## src/rtl/pipeline_stall_ctrl_pkg.sv

```systemverilog
// Shared definitions for the pipeline stall controller: FSM state encodings,
// stage write-enable bit positions and the standard stage_we patterns.
package pipeline_stall_ctrl_pkg;

   typedef enum logic [2:0] {
      ST_RUN        = 3'd0,
      ST_LOAD_STALL = 3'd1,
      ST_MISS_I     = 3'd2,
      ST_MISS_D     = 3'd3,
      ST_MISS_BOTH  = 3'd4,
      ST_DMA        = 3'd5
   } state_t;

   // stage_we bit order is {PC, IF/ID, ID/EX, EX/M, M/WB}
   localparam int WE_PC   = 4;
   localparam int WE_IFID = 3;

   localparam logic [4:0] WE_ALL   = 5'b11111;
   localparam logic [4:0] WE_NONE  = 5'b00000;
   localparam logic [4:0] WE_IMISS = 5'b00111;
   localparam logic [4:0] WE_LOAD  = 5'b00011;

   function automatic int sel_width(input int n_stages);
      return $clog2(n_stages + 1);
   endfunction

endpackage

```

## src/rtl/pipeline_stall_ctrl_fwd_select.sv

```systemverilog
// Forwarding match for one ID source operand: picks the youngest writing stage
// whose destination equals the source, and flags a match in EX for load-use.
module fwd_select
   import pipeline_stall_ctrl_pkg::*;
#(
   parameter int REG_AW   = 2,
   parameter int FWD_N    = 3,
   parameter int ZERO_REG = 0,
   parameter int SEL_W    = sel_width(FWD_N)
) (
   input  logic [REG_AW-1:0]       src,
   input  logic                    use_src,
   input  logic [FWD_N*REG_AW-1:0] dest_flat,
   input  logic [FWD_N-1:0]        regwrite_vec,
   output logic [SEL_W-1:0]        sel,
   output logic                    hit_ex
);

   logic             src_ok;
   logic [FWD_N-1:0] match;

   assign src_ok = (ZERO_REG == 0) || (|src);

   generate
      for (genvar gi = 0; gi < FWD_N; gi++) begin : g_match
         assign match[gi] = use_src & src_ok & regwrite_vec[gi] &
                            (dest_flat[gi*REG_AW +: REG_AW] == src);
      end
   endgenerate

   // Scan oldest to youngest so the youngest matching stage wins.
   always_comb begin
      sel = '0;
      for (int k = FWD_N - 1; k >= 0; k--) begin
         if (match[k]) sel = SEL_W'(k + 1);
      end
   end

   assign hit_ex = match[0];

endmodule

```

## src/rtl/pipeline_stall_ctrl.sv

```systemverilog
// Pipeline hazard/stall controller: operand forwarding, load-use stalls,
// I/D cache miss freezing and DMA bus arbitration.
module pipeline_stall_ctrl
   import pipeline_stall_ctrl_pkg::*;
#(
   parameter int REG_AW   = 2,
   parameter int FWD_N    = 3,
   parameter int LOAD_LAT = 1,
   parameter int ZERO_REG = 0
) (
   input  logic                         clk,
   input  logic                         reset,
   input  logic [REG_AW-1:0]            rs,
   input  logic [REG_AW-1:0]            rt,
   input  logic                         use_rs,
   input  logic                         use_rt,
   input  logic                         halt_id,
   input  logic [FWD_N*REG_AW-1:0]      dest_flat,
   input  logic [FWD_N-1:0]             regwrite_vec,
   input  logic                         load_ex,
   input  logic                         i_hit,
   input  logic                         d_hit,
   input  logic                         i_ready,
   input  logic                         d_ready,
   input  logic                         br,
   output logic                         bg,
   output logic [4:0]                   stage_we,
   output logic                         flush_ex,
   output logic                         both_access,
   output logic [$clog2(FWD_N+1)-1:0]   fwd_a,
   output logic [$clog2(FWD_N+1)-1:0]   fwd_b
);

   localparam int SEL_W = sel_width(FWD_N);

   state_t     state_reg, state_next;
   logic [2:0] cnt_reg, cnt_next;
   logic       i_flag_reg, i_flag_next;
   logic       d_flag_reg, d_flag_next;

   logic [SEL_W-1:0] sel_a, sel_b;
   logic             ex_a, ex_b;
   logic             load_use, i_miss, d_miss, i_seen, d_seen;

   fwd_select #(.REG_AW(REG_AW), .FWD_N(FWD_N), .ZERO_REG(ZERO_REG), .SEL_W(SEL_W)) u_fwd_a (
      .src(rs), .use_src(use_rs), .dest_flat(dest_flat), .regwrite_vec(regwrite_vec),
      .sel(sel_a), .hit_ex(ex_a)
   );

   fwd_select #(.REG_AW(REG_AW), .FWD_N(FWD_N), .ZERO_REG(ZERO_REG), .SEL_W(SEL_W)) u_fwd_b (
      .src(rt), .use_src(use_rt), .dest_flat(dest_flat), .regwrite_vec(regwrite_vec),
      .sel(sel_b), .hit_ex(ex_b)
   );

   assign load_use = load_ex & (ex_a | ex_b);
   assign i_miss   = ~i_hit;
   assign d_miss   = ~d_hit;
   assign i_seen   = i_flag_reg | i_ready;
   assign d_seen   = d_flag_reg | d_ready;
   assign fwd_a    = reset ? '0 : sel_a;
   assign fwd_b    = reset ? '0 : sel_b;

   always_ff @(posedge clk) begin
      if (reset) begin
         state_reg  <= ST_RUN;
         cnt_reg    <= '0;
         i_flag_reg <= 1'b0;
         d_flag_reg <= 1'b0;
      end else begin
         state_reg  <= state_next;
         cnt_reg    <= cnt_next;
         i_flag_reg <= i_flag_next;
         d_flag_reg <= d_flag_next;
      end
   end

   always_comb begin
      state_next  = state_reg;
      cnt_next    = cnt_reg;
      i_flag_next = i_flag_reg;
      d_flag_next = d_flag_reg;
      case (state_reg)
         ST_RUN: begin
            if (d_miss) begin
               state_next  = i_miss ? ST_MISS_BOTH : ST_MISS_D;
               i_flag_next = 1'b0;
               d_flag_next = 1'b0;
            end else if (i_miss) begin
               state_next = ST_MISS_I;
            end else if (load_use) begin
               // The RUN cycle is the first stall cycle; LOAD_STALL covers the rest.
               if (LOAD_LAT > 1) begin
                  state_next = ST_LOAD_STALL;
                  cnt_next   = 3'(LOAD_LAT - 1);
               end
            end else if (br) begin
               state_next = ST_DMA;
            end
         end
         ST_LOAD_STALL: begin
            if (cnt_reg <= 3'd1) state_next = ST_RUN;
            else                 cnt_next   = cnt_reg - 3'd1;
         end
         ST_MISS_I: begin
            if (d_miss) begin
               state_next  = ST_MISS_BOTH;
               i_flag_next = i_ready;
               d_flag_next = 1'b0;
            end else if (i_ready) begin
               state_next = ST_RUN;
            end
         end
         ST_MISS_D: begin
            if (i_miss) begin
               state_next  = ST_MISS_BOTH;
               i_flag_next = 1'b0;
               d_flag_next = d_ready;
            end else if (d_ready) begin
               state_next = ST_RUN;
            end
         end
         ST_MISS_BOTH: begin
            if (i_seen & d_seen) begin
               state_next  = ST_RUN;
               i_flag_next = 1'b0;
               d_flag_next = 1'b0;
            end else begin
               i_flag_next = i_seen;
               d_flag_next = d_seen;
            end
         end
         ST_DMA: begin
            if (!br) state_next = ST_RUN;
         end
         default: state_next = ST_RUN;
      endcase
   end

   always_comb begin
      stage_we    = WE_ALL;
      flush_ex    = 1'b0;
      both_access = 1'b0;
      bg          = 1'b0;
      case (state_reg)
         ST_RUN: begin
            if (d_miss) begin
               stage_we    = WE_NONE;
               both_access = i_miss;
            end else if (i_miss) begin
               stage_we = WE_IMISS;
               flush_ex = 1'b1;
            end else if (load_use) begin
               stage_we = WE_LOAD;
               flush_ex = 1'b1;
            end
         end
         ST_LOAD_STALL: begin
            stage_we = WE_LOAD;
            flush_ex = 1'b1;
         end
         ST_MISS_I: begin
            if (d_miss) begin
               stage_we    = WE_NONE;
               flush_ex    = 1'b1;
               both_access = 1'b1;
            end else if (!i_ready) begin
               stage_we = WE_IMISS;
               flush_ex = 1'b1;
            end
         end
         ST_MISS_D: begin
            if (i_miss) begin
               stage_we    = WE_NONE;
               both_access = 1'b1;
            end else if (!d_ready) begin
               stage_we = WE_NONE;
            end
         end
         ST_MISS_BOTH: begin
            both_access = 1'b1;
            if (!(i_seen & d_seen)) stage_we = WE_NONE;
         end
         ST_DMA: begin
            bg = 1'b1;
            if (i_miss | d_miss) stage_we = WE_NONE;
         end
         default: stage_we = WE_ALL;
      endcase
      if (halt_id) begin
         stage_we[WE_PC]   = 1'b0;
         stage_we[WE_IFID] = 1'b0;
      end
      // Reset overrides everything so an in-flight miss or DMA grant drops at once.
      if (reset) begin
         stage_we    = WE_ALL;
         flush_ex    = 1'b0;
         both_access = 1'b0;
         bg          = 1'b0;
      end
   end

endmodule

```

## config.mk

```make
export PLATFORM = sky130hd
export DESIGN_NAME = pipeline_stall_ctrl
export DESIGN_NICKNAME = d
export VERILOG_FILES = /design/src/rtl/pipeline_stall_ctrl_pkg.sv /design/src/rtl/pipeline_stall_ctrl_fwd_select.sv /design/src/rtl/pipeline_stall_ctrl.sv
export SDC_FILE = /design/constraint.sdc
export NUM_CORES = 1
export LEC_CHECK = 0
export CAP_MARGIN = 40
export CORE_MARGIN = 3
export CORE_UTILIZATION = 44
export DETAILED_ROUTE_END_ITERATION = 10
export GPL_ROUTABILITY_DRIVEN = 0
export HOLD_SLACK_MARGIN = 0.03
export PLACE_DENSITY_LB_ADDON = 0.05
export SYNTH_ARGS = -nofsm -noshare
export SYNTH_HDL_FRONTEND = slang
export SYNTH_SLANG_ARGS = --single-unit
```

## constraint.sdc

```tcl
create_clock -name clk -period 3.85 [get_ports clk]
set_clock_uncertainty 0.05 [all_clocks]
set_input_delay 1.155 -clock clk [delete_from_list [all_inputs] [get_ports clk]]
set_output_delay 1.155 -clock clk [all_outputs]
set_load 0.01 [all_outputs]
```

==> impl_metrics.env <==
export IMPL_crit_arrival_ps=2620
export IMPL_vias=1216
export IMPL_peakVddDrop_v=0.000272
export IMPL_synth_main_ff_cell="dfxtp_1"
export IMPL_cp_max_fo=2
export IMPL_drive_gt1_share_pct=30.3
export IMPL_nets=215
export IMPL_clock_fmax_mhz=261
export IMPL_grt_overflow=0
export IMPL_num_rows=16
export IMPL_clock_latency_ps=250
export IMPL_start_util_pct=48.4
export IMPL_finish_instance_area_mm2=0.00155
export IMPL_p_leak_nw=0.643
export IMPL_grt_pass1_wl_um=4930
export IMPL_setup_ws_ps=21.7
export IMPL_synthCells=132
export IMPL_finalSetupViolCount=0
export IMPL_wl_um=3250
export IMPL_use_met3_pct=4.79
export IMPL_timing_max_transition_violations_final=0
export IMPL_synth_top_cells_by_count="nor2_1 (12), nand2_1 (9), xnor2_1 (9), dfxtp_1 (8), inv_1 (7)"
export IMPL_cpPeakStageDelay_ps=440
export IMPL_wl_per_cell_um=15.3
export IMPL_n_fill_cell=172
export IMPL_via_per_inst=5.74
export IMPL_grtUsageMet2_pct=42.9
export IMPL_hold_viol_final=0
export IMPL_cp_end_kind="primary output"
export IMPL_yosysUniqueCellTypes=45
export IMPL_cts_tree="built"
export IMPL_route_detailed_drc=0
export IMPL_required_ps=2640
export IMPL_use_met1_pct=26.4
export IMPL_p_per_area_mw_per_mm2=224
export IMPL_place_hpwl_um=2380
export IMPL_die_w_um=53.4
export IMPL_maxCapViolations=0
export IMPL_worstMarginPinSlew_ps=623
export IMPL_crit_chain="clkdlybuf4s50_1 > o22ai_2 > o21ai_1 > a22o_1 > or3_1 > buf_2"
export IMPL_crit_slowest_cell="clkdlybuf4s50_1"
export IMPL_crit_type="in2out"
export IMPL_numPortBuffers=35
export IMPL_synthesis_area_um2=988
export IMPL_hold_class="reg2reg"
export IMPL_clockRootBuffer="clkbuf_4"
export IMPL_final_util_pct=75.7
export IMPL_cts_sink_count=8
export IMPL_rsz0062_at_grt="yes"
export IMPL_critPathTopFamily="buffers and inverters"
export IMPL_coreArea_mm2=0.00204
export IMPL_first_pass_iters=4
export IMPL_grt_max_degree=21
export IMPL_syn_area_per_cell_um2=7.49
export IMPL_multi_input_area_um2=836
export IMPL_place_ws_ps=-669
export IMPL_yosysMostFrequentCell="nor2_1"
export IMPL_io_pins=36
export IMPL_slew_limit_headroom_pct=57.4
export IMPL_async_reset_ff_share_pct=0
export IMPL_outcome="complete, no violations"
export IMPL_top_usage_layer="met2"
export IMPL_cts_htree_levels=1
export IMPL_grt_usage_pct=23.0
export IMPL_clock_path_buffers=2
export IMPL_placed_cell_area_mm2=0.00148
export IMPL_area_growth_pct=56.5
export IMPL_yosysSeqAreaShare_pct=16.2
export IMPL_period_minus_slack_ps=3830
export IMPL_postRouteAntennaNets=0
export IMPL_regArea_um2=160
export IMPL_yosysWarnings=0
export IMPL_grt_antenna_before_repair=0
export IMPL_yosysTopAreaCell="dfxtp_1"
export IMPL_worst_setup_path_start_kind="input pin"
export IMPL_grt_pass1_vias=1165
export IMPL_antenna_cells=0
export IMPL_critPathBufInv=2
export IMPL_synthTopCellsByArea="dfxtp_1 (16%), xnor2_1 (8.0%), ha_1 (5.1%), nor2_1 (4.6%), xor2_1 (4.4%)"
export IMPL_first_iter_violations=27
export IMPL_synth_top_area_share_pct=16.2
export IMPL_synth_edff_count=0
export IMPL_hold_ws_ps=439
export IMPL_cts_clk_slew_worst_paths_ps=60
export IMPL_die_area_mm2=0.00285
export IMPL_numCtsBuffers=3
export IMPL_yosys_register_bits=8
export IMPL_finalCritPeriodShare_pct=99.4
export IMPL_synthesis_nets=160
export IMPL_die_h_um=53.4
power breakdown:
| group | switching, mW | internal [mW] | leakage (nW) |
|---|---|---|---|
| Combinational | 0.0837 | 0.0911 | 0.564 |
| Sequential | 0.0190 | 0.0882 | 0.0650 |
| Clock | 0.0286 | 0.0357 | 0.0138 |
| Total | 0.131 | 0.215 | 0.643 |
layer usage:
metal / vias up / part of all wire [%]
met5: - / 0
met4: 0 / 0.89
met3: 4 / 5.6
met2: 50 / 54
met1: 566 / 40
li1: 596 / -
worst paths after layout:
| kind | startpoint | to | slack, ps | depth (start not counted) |
|---|---|---|---|---|
| worst min-delay path | i_flag_reg | i_flag_reg | 440 | 2 |
| worst min register to register | i_flag_reg | i_flag_reg | 440 | 2 |
| worst max-delay path | i_ready | stage_we[0] | 20 | 6 |
| worst max register to register | state_reg[2] | state_reg[2] | 1750 | 5 |
worst reg2reg max path: cells and delay by family, from the launching register on:
kind	cells	cell delay, ps
AO/OA/AOI/OAI	2	750
AND/OR/NAND/NOR	2	290
buffers and inverters	1	170
flip-flops	1	690
final cells by class:
type / instances / share of cell area (%)
Tap cell: 27 / 2.18
Clock buffer: 3 / 1.46
Sequential cell: 8 / 10.4
Multi-Input combinational cell: 108 / 54.0
Inverter: 7 / 1.70
Timing Repair Buffer: 59 / 30.3
layout by cell type, fill, tap and decap left out, types with 3 or more instances in the layout:
master           Yosys  final
nand2_1              9      9
dfxtp_1              8      8
clkdlybuf4s50_1      0     11
nand3b_1             4      4
a21oi_1              5      5
ha_1                 4      3
xnor2_1              9      8
nor3b_1              5      5
xor2_2               0      4
a31oi_1              3      3
clkbuf_2             0      4
nand3_1              4      4
nor2_1              12     12
buf_4                2     23
dlygate4sd2_1        0     11
buf_2                4      7
clkbuf_4             0      3
inv_1                7      7
kinds of logic (layout without fill, tap and decap cells):
| kind of cell | Yosys count | after routing | synth area share (%) |
|---|---|---|---|
| buf+inv | 16 | 69 | 7.34 |
| compound gates | 36 | 36 | 26.1 |
| flops | 8 | 8 | 16.2 |
| fa+ha+maj | 4 | 4 | 5.06 |
| simple gates | 52 | 52 | 30.9 |
| mux | 2 | 2 | 2.03 |
| xor+xnor | 14 | 14 | 12.4 |
stage by stage:
| step | power [mW] | cells | setup TNS (ps) |
|---|---|---|---|
| global placement | 0.280 | 206 | -4390 |
| finish | 0.346 | 212 | 0 |
| CTS | 0.344 | 211 | 0 |
| detailed placement | 0.284 | 206 | -4570 |
| floorplan | 0.196 | 132 | 0 |
| global route | 0.371 | 212 | -0.648 |
what timing repair did:
item                       CTS  global route
gates resized for setup     54            17
hold buffers                 0             0
setup endpoints to repair   11             6
pin swaps                   11             7
buffers inserted             2             1
Note: power is estimated with default switching activity, not from simulation.
